<file path="config.mk">
export PLATFORM = sky130hd
export DESIGN_NAME = traffic_intersection_ctrl
export DESIGN_NICKNAME = d
export VERILOG_FILES = /design/src/rtl/traffic_pkg.sv /design/src/rtl/phase_timer.sv /design/src/rtl/traffic_intersection_ctrl.sv
export SDC_FILE = /design/constraint.sdc
export NUM_CORES = 1
export LEC_CHECK = 0
export ABC_AREA = 1
export CORE_MARGIN = 2
export CORE_UTILIZATION = 44
export DETAILED_ROUTE_END_ITERATION = 12
export PLACE_DENSITY = 0.68
export SKIP_LAST_GASP = 1
export SYNTH_ARGS = -nofsm -noshare
export SYNTH_HDL_FRONTEND = slang
export SYNTH_HIERARCHICAL = 1
export SYNTH_SLANG_ARGS = --single-unit
</file>
<file path="constraint.sdc">
create_clock -name clk -period 1.7 [get_ports clk]
set_input_delay 0.34 -clock clk [delete_from_list [all_inputs] [get_ports clk]]
set_output_delay 0.34 -clock clk [all_outputs]
set_load 0.005 [all_outputs]
</file>
<file path="src/rtl/traffic_pkg.sv">
// Shared encodings for the intersection controller: light codes, state
// encoding, service-direction constants and the state-to-head decode.
package traffic_pkg;

    localparam logic [1:0] LIGHT_RED    = 2'b00;
    localparam logic [1:0] LIGHT_YELLOW = 2'b01;
    localparam logic [1:0] LIGHT_GREEN  = 2'b10;

    localparam logic DIR_NS = 1'b0;
    localparam logic DIR_EW = 1'b1;

    typedef enum logic [2:0] {
        NS_GREEN  = 3'd0,
        NS_YELLOW = 3'd1,
        ALL_RED_A = 3'd2,
        EW_GREEN  = 3'd3,
        EW_YELLOW = 3'd4,
        ALL_RED_B = 3'd5,
        WALK      = 3'd6
    } ctrl_state_t;

    // Any state that is not an NS service state shows red on the NS head.
    function automatic logic [1:0] ns_light_of(input ctrl_state_t s);
        case (s)
            NS_GREEN:  return LIGHT_GREEN;
            NS_YELLOW: return LIGHT_YELLOW;
            default:   return LIGHT_RED;
        endcase
    endfunction

    function automatic logic [1:0] ew_light_of(input ctrl_state_t s);
        case (s)
            EW_GREEN:  return LIGHT_GREEN;
            EW_YELLOW: return LIGHT_YELLOW;
            default:   return LIGHT_RED;
        endcase
    endfunction

endpackage

</file>
<file path="src/rtl/phase_timer.sv">
// Per-state cycle counter: clears on a state change, otherwise counts up,
// and holds at sat_lim while sat_en is high (used to park a resting green).
module phase_timer #(
    parameter int CNT_W = 8
) (
    input  logic             clk,
    input  logic             rst,
    input  logic             clr,
    input  logic             sat_en,
    input  logic [CNT_W-1:0] sat_lim,
    output logic [CNT_W-1:0] cnt
);

    logic [CNT_W-1:0] cnt_q;
    logic [CNT_W-1:0] cnt_d;

    // Next count: clear has priority, then saturation, then increment.
    always_comb begin
        cnt_d = cnt_q + CNT_W'(1);
        if (clr) begin
            cnt_d = '0;
        end else if (sat_en && (cnt_q >= sat_lim)) begin
            cnt_d = cnt_q;
        end
    end

    // Counter register.
    always_ff @(posedge clk) begin
        if (rst) begin
            cnt_q <= '0;
        end else begin
            cnt_q <= cnt_d;
        end
    end

    assign cnt = cnt_q;

endmodule

</file>
<file path="src/rtl/traffic_intersection_ctrl.sv">
// Two-way intersection phase scheduler with pedestrian walk phase.
//
// state     | meaning
// ----------+--------------------------------------------------
// NS_GREEN  | NS green; rests here until EW car or ped demand
// NS_YELLOW | NS yellow, fixed duration
// ALL_RED_A | clearance after NS; picks WALK or EW_GREEN
// EW_GREEN  | EW green; rests here until NS car or ped demand
// EW_YELLOW | EW yellow, fixed duration
// ALL_RED_B | clearance after EW; picks WALK or NS_GREEN
// WALK      | both heads red, walk lamp on; then green of next_dir
module traffic_intersection_ctrl
    import traffic_pkg::*;
#(
    parameter int MIN_GREEN = 4,
    parameter int MAX_GREEN = 10,
    parameter int YELLOW_T  = 2,
    parameter int ALL_RED_T = 1,
    parameter int WALK_T    = 5,
    parameter int CNT_W     = 8
) (
    input  logic       clk,
    input  logic       rst,
    input  logic       ns_car,
    input  logic       ew_car,
    input  logic       ped_req,
    output logic [1:0] ns_light,
    output logic [1:0] ew_light,
    output logic       walk,
    output logic       ped_pending,
    output logic       phase_start,
    output logic [2:0] state_dbg
);

    if (MIN_GREEN < 1) begin : g_bad_min_green
        $error("MIN_GREEN must be at least 1");
    end
    if (MAX_GREEN < MIN_GREEN) begin : g_bad_max_green
        $error("MAX_GREEN must not be below MIN_GREEN");
    end
    if (YELLOW_T < 1 || ALL_RED_T < 1 || WALK_T < 1) begin : g_bad_fixed
        $error("YELLOW_T, ALL_RED_T and WALK_T must be at least 1");
    end
    if (CNT_W < 1 || CNT_W > 31 || MAX_GREEN > (1 << CNT_W) || YELLOW_T > (1 << CNT_W)
        || ALL_RED_T > (1 << CNT_W) || WALK_T > (1 << CNT_W)) begin : g_bad_width
        $error("a duration does not fit in CNT_W bits");
    end

    // Last timer value of each interval: the exit edge is where timer hits it.
    localparam logic [CNT_W-1:0] MIN_G_LAST = CNT_W'(MIN_GREEN - 1);
    localparam logic [CNT_W-1:0] MAX_G_LAST = CNT_W'(MAX_GREEN - 1);
    localparam logic [CNT_W-1:0] YEL_LAST   = CNT_W'(YELLOW_T - 1);
    localparam logic [CNT_W-1:0] RED_LAST   = CNT_W'(ALL_RED_T - 1);
    localparam logic [CNT_W-1:0] WALK_LAST  = CNT_W'(WALK_T - 1);

    ctrl_state_t      state_q, state_d;
    logic             next_dir_q, next_dir_d;
    logic             ped_pending_q, ped_pending_d;
    logic [1:0]       ns_light_q, ns_light_d;
    logic [1:0]       ew_light_q, ew_light_d;
    logic             walk_q, walk_d;
    logic             phase_start_q, phase_start_d;
    logic [CNT_W-1:0] timer;
    logic             state_change;
    logic             in_green;

    assign state_change = (state_d != state_q);
    assign in_green     = (state_q == NS_GREEN) || (state_q == EW_GREEN);

    phase_timer #(
        .CNT_W (CNT_W)
    ) u_phase_timer (
        .clk     (clk),
        .rst     (rst),
        .clr     (state_change),
        .sat_en  (in_green),
        .sat_lim (MAX_G_LAST),
        .cnt     (timer)
    );

    // Next state, service direction, pedestrian latch and output decode.
    // Outputs are decoded from state_d so the registered heads always match
    // the registered state.
    always_comb begin
        state_d    = state_q;
        next_dir_d = next_dir_q;
        case (state_q)
            NS_GREEN: begin
                if (timer >= MIN_G_LAST && (ew_car || ped_pending_q)
                    && (!ns_car || timer == MAX_G_LAST)) begin
                    state_d = NS_YELLOW;
                end
            end
            NS_YELLOW: if (timer == YEL_LAST) state_d = ALL_RED_A;
            ALL_RED_A: begin
                if (timer == RED_LAST) begin
                    state_d    = ped_pending_q ? WALK : EW_GREEN;
                    next_dir_d = DIR_EW;
                end
            end
            EW_GREEN: begin
                if (timer >= MIN_G_LAST && (ns_car || ped_pending_q)
                    && (!ew_car || timer == MAX_G_LAST)) begin
                    state_d = EW_YELLOW;
                end
            end
            EW_YELLOW: if (timer == YEL_LAST) state_d = ALL_RED_B;
            ALL_RED_B: begin
                if (timer == RED_LAST) begin
                    state_d    = ped_pending_q ? WALK : NS_GREEN;
                    next_dir_d = DIR_NS;
                end
            end
            WALK: begin
                if (timer == WALK_LAST) begin
                    state_d = (next_dir_q == DIR_EW) ? EW_GREEN : NS_GREEN;
                end
            end
            default: state_d = NS_GREEN;
        endcase

        // Entering WALK serves the request; a press on that same edge is absorbed.
        if (state_d == WALK && state_q != WALK) begin
            ped_pending_d = 1'b0;
        end else begin
            ped_pending_d = ped_pending_q | ped_req;
        end

        ns_light_d    = ns_light_of(state_d);
        ew_light_d    = ew_light_of(state_d);
        walk_d        = (state_d == WALK);
        phase_start_d = state_change;
    end

    // State and registered outputs.
    always_ff @(posedge clk) begin
        if (rst) begin
            state_q       <= NS_GREEN;
            next_dir_q    <= DIR_EW;
            ped_pending_q <= 1'b0;
            ns_light_q    <= LIGHT_GREEN;
            ew_light_q    <= LIGHT_RED;
            walk_q        <= 1'b0;
            phase_start_q <= 1'b1;
        end else begin
            state_q       <= state_d;
            next_dir_q    <= next_dir_d;
            ped_pending_q <= ped_pending_d;
            ns_light_q    <= ns_light_d;
            ew_light_q    <= ew_light_d;
            walk_q        <= walk_d;
            phase_start_q <= phase_start_d;
        end
    end

    assign ns_light    = ns_light_q;
    assign ew_light    = ew_light_q;
    assign walk        = walk_q;
    assign ped_pending = ped_pending_q;
    assign phase_start = phase_start_q;
    assign state_dbg   = state_q;

endmodule

</file>
==> impl_metrics.ini <==
[outcome]
violations = setup timing
status = complete, but fails checks

[global_routing]
track_usage = 0.2327
antenna_found_initial = 0
grt_pass1_wl_mm = 6.630
grt_max_degree = 11
grt_overflow = 0
grt_pass1_vias = 1500

[routing]
drc = 0
first_pass_iters = 4
vias = 1661
initialDrtViolationCount = 56
routed_wl_mm = 4.219
viasPerCell = 4.828
wl_per_cell_um = 12.26
ant_nets = 0

[cts]
insertion_delay_ns = 0.31
htreeDepth = 1
cts_tree = yes
cts.clk_slew.worst_paths_ns = 0.11
numCtsBuffers = 3
cts_sinks = 19
postCtsHoldBufs = 0
clock-root-buffer = clkbuf_4
cts_buffer_depth = 2

[floorplanning]
die_x_um = 61.61
initial_core_util = 0.4706
dieArea_sq_mm = 0.003795
die_h_um = 61.61
coreArea_sq_mm = 0.003103
io_pins = 15
rows = 20

[layout]
drive_gt1_frac = 0.4333
layout_commonest_cell = buf_4
fin_util = 0.7274
nets = 315
fin_area_sq_mm = 0.002257
final_cell_mix = buf_4, nand2_1, inv_1
syn_to_final_growth_pct = 54.58
n_antenna_cell = 0

[worst_setup_path]
criticalPathCategory = flop to flop
worstPathMaxFanout = 6
worstRegToRegCells = 13
r2r_slack_ns = -0.12
cp-end-kind = flop
crit_arrival_ns = 2.07
start_kind = flop
crit_required_ns = 1.95

[power_and_ir_drop]
p_int_mw = 1.263
irDropWorstVdd_mv = 0.5515
p_per_area_mw_per_mm2 = 959.7
power_frac_seq = 0.270
comb_power_share = 0.619
switching_share = 0.4167
power_leakage_nw = 1.176
switchingPower_uw = 902.8
clkPwrFrac = 0.111

[synthesis]
synth_area_sq_mm = 0.001460
synthCells = 228
synth_top_area_frac = 0.2605
yosys-top-cells-area = dfxtp_1, nand2_1, inv_1
yosysWarnings = 6
synth-seq-cells = 19
syn_area_per_cell_sq_um = 6.404
ys_seq_area_frac = 0.2605
synth_cell_types = 32
synth_largest_area_cell = dfxtp_1

[sta]
rsz0062_at_grt = true
fin_ws_ns = -0.1242
fmax_ghz = 0.5482
hold_violations = 0
post-route-min-period_ns = 1.824
post-route-period-util = 1.073
finalSetupViolations = 11
finalClockSkew_ns = 0.006835
slew_violations = 0

[placement]
place_ws_ns = -0.3792
dp_hpwl_mm = 2.820
placed_area_sq_mm = 0.001931
io_buffers = 14
place.gp.congestion = 0.8818

[min_path]
holdPathStages = 2
min_path_type = flop to flop

[job]
max_cap_viol_count = 0
synthesized netlist by cell type:
| master | count |
|---|---|
| nor3_4 | 1 |
| inv_2 | 2 |
| dfxtp_1 | 19 |
| nand2_2 | 2 |
| nand2_4 | 1 |
| a21oi_2 | 1 |
| inv_1 | 34 |
| nor2_4 | 3 |
| xor2_1 | 3 |
| nor3_2 | 2 |
| nor2_2 | 4 |
| nand3b_1 | 2 |
| a21o_1 | 1 |
| xnor2_1 | 2 |
| o21a_1 | 1 |
| nand3_4 | 1 |
| o21ai_0 | 3 |
| o21ai_2 | 2 |
| o21ai_1 | 1 |
| ha_1 | 9 |
| a21oi_1 | 6 |
| nand3_1 | 18 |
| conb_1 | 2 |
| nor3_1 | 1 |
| nor2_1 | 33 |
| clkinv_2 | 1 |
| buf_2 | 1 |
| nand2_1 | 63 |
| nand4_2 | 1 |
| o211ai_1 | 2 |
| nand4_1 | 4 |
| nand3_2 | 2 |
per-stage QoR:
step / TNS (ns) / hold slack [ns] / instances / power (mW)
after global routing: -2.292 / 0.5451 / 344 / 2.320
final: -0.8219 / 0.5186 / 344 / 2.166
after global placement: -2.681 / 0.4725 / 325 / 1.501
after detailed placement: -3.012 / 0.4776 / 325 / 1.516
after CTS: -0.3787 / 0.5158 / 343 / 2.039
after floorplan: 0 / 0.4097 / 234 / 1.160
registers in the layout (all words and copies together) (netlist names):
name               cells
phase_start            1
walk                   1
ew_light               2
next_dir_q             1
ns_light               2
u_phase_timer/cnt      8
ped_pending            1
state_dbg              3
power by group through the flow:
stage	Sequential (mW)	Combinational (mW)	Clock (mW)
3_3_place_gp	0.578	0.923	0
3_5_place_dp	0.579	0.938	0
2_1_floorplan	0.596	0.564	0
5_1_grt	0.598	1.46	0.259
4_1_cts	0.581	1.22	0.242
6_report	0.585	1.34	0.240
metal layers:
layer	up-vias	routed length, um	global-route usage
met1	752	1896	0.3342
li1	847	-	-
met3	6	253	0.03992
met4	0	51	0.04559
met2	56	2018	0.3684
met5	-	0	0
cell type report:
class                   instances  area (sq um)
multi-input cells             177          1102
fillers                       268         845.8
repair buffers                 63         525.5
flip-flops and latches         19         407.9
inverters                      37         140.1
well taps                      44         55.05
clock buffers                   4         26.28
worst max-delay path, cell delays in order, from the launching register on:
cell and delay (ns):
dfxtp_4 0.38, nor2_4 0.15, nand2_1 0.08, nor2_2 0.12, nor2_1 0.05, nand2_1 0.10, nand2_2 0.07, nor2_4 0.17
nand3_2 0.11, nand2_2 0.09, nand3_2 0.08, nor2_4 0.17, inv_2 0.08, a21oi_2 0.11
logic make-up (layout without fill, tap and decap cells):
group / count (synthesis) / after routing / share of synthesized area
fa+ha+maj: 9 / 9 / 0.07712
flops: 19 / 19 / 0.2605
xor+xnor: 5 / 5 / 0.03000
buf+inv: 38 / 104 / 0.09939
compound gates: 17 / 17 / 0.07283
simple gates: 138 / 138 / 0.4550
other cells: 2 / 8 / 0.005143
worst paths after layout:
kind                        startpoint                    to
setup / recovery  u_phase_timer/cnt[3]  u_phase_timer/cnt[5]
hold / removal              next_dir_q            next_dir_q
setup reg to reg  u_phase_timer/cnt[3]  u_phase_timer/cnt[5]
hold reg to reg             next_dir_q            next_dir_q
repair_timing:
item | in CTS | in global routing
setup buffers | 14 | 2
endpoints found under the hold margin | 0 | 0
pin swaps | 23 | 22
resized for setup | 44 | 30
setup endpoints to repair | 11 | 21
Power figures use the tool's default switching activity.
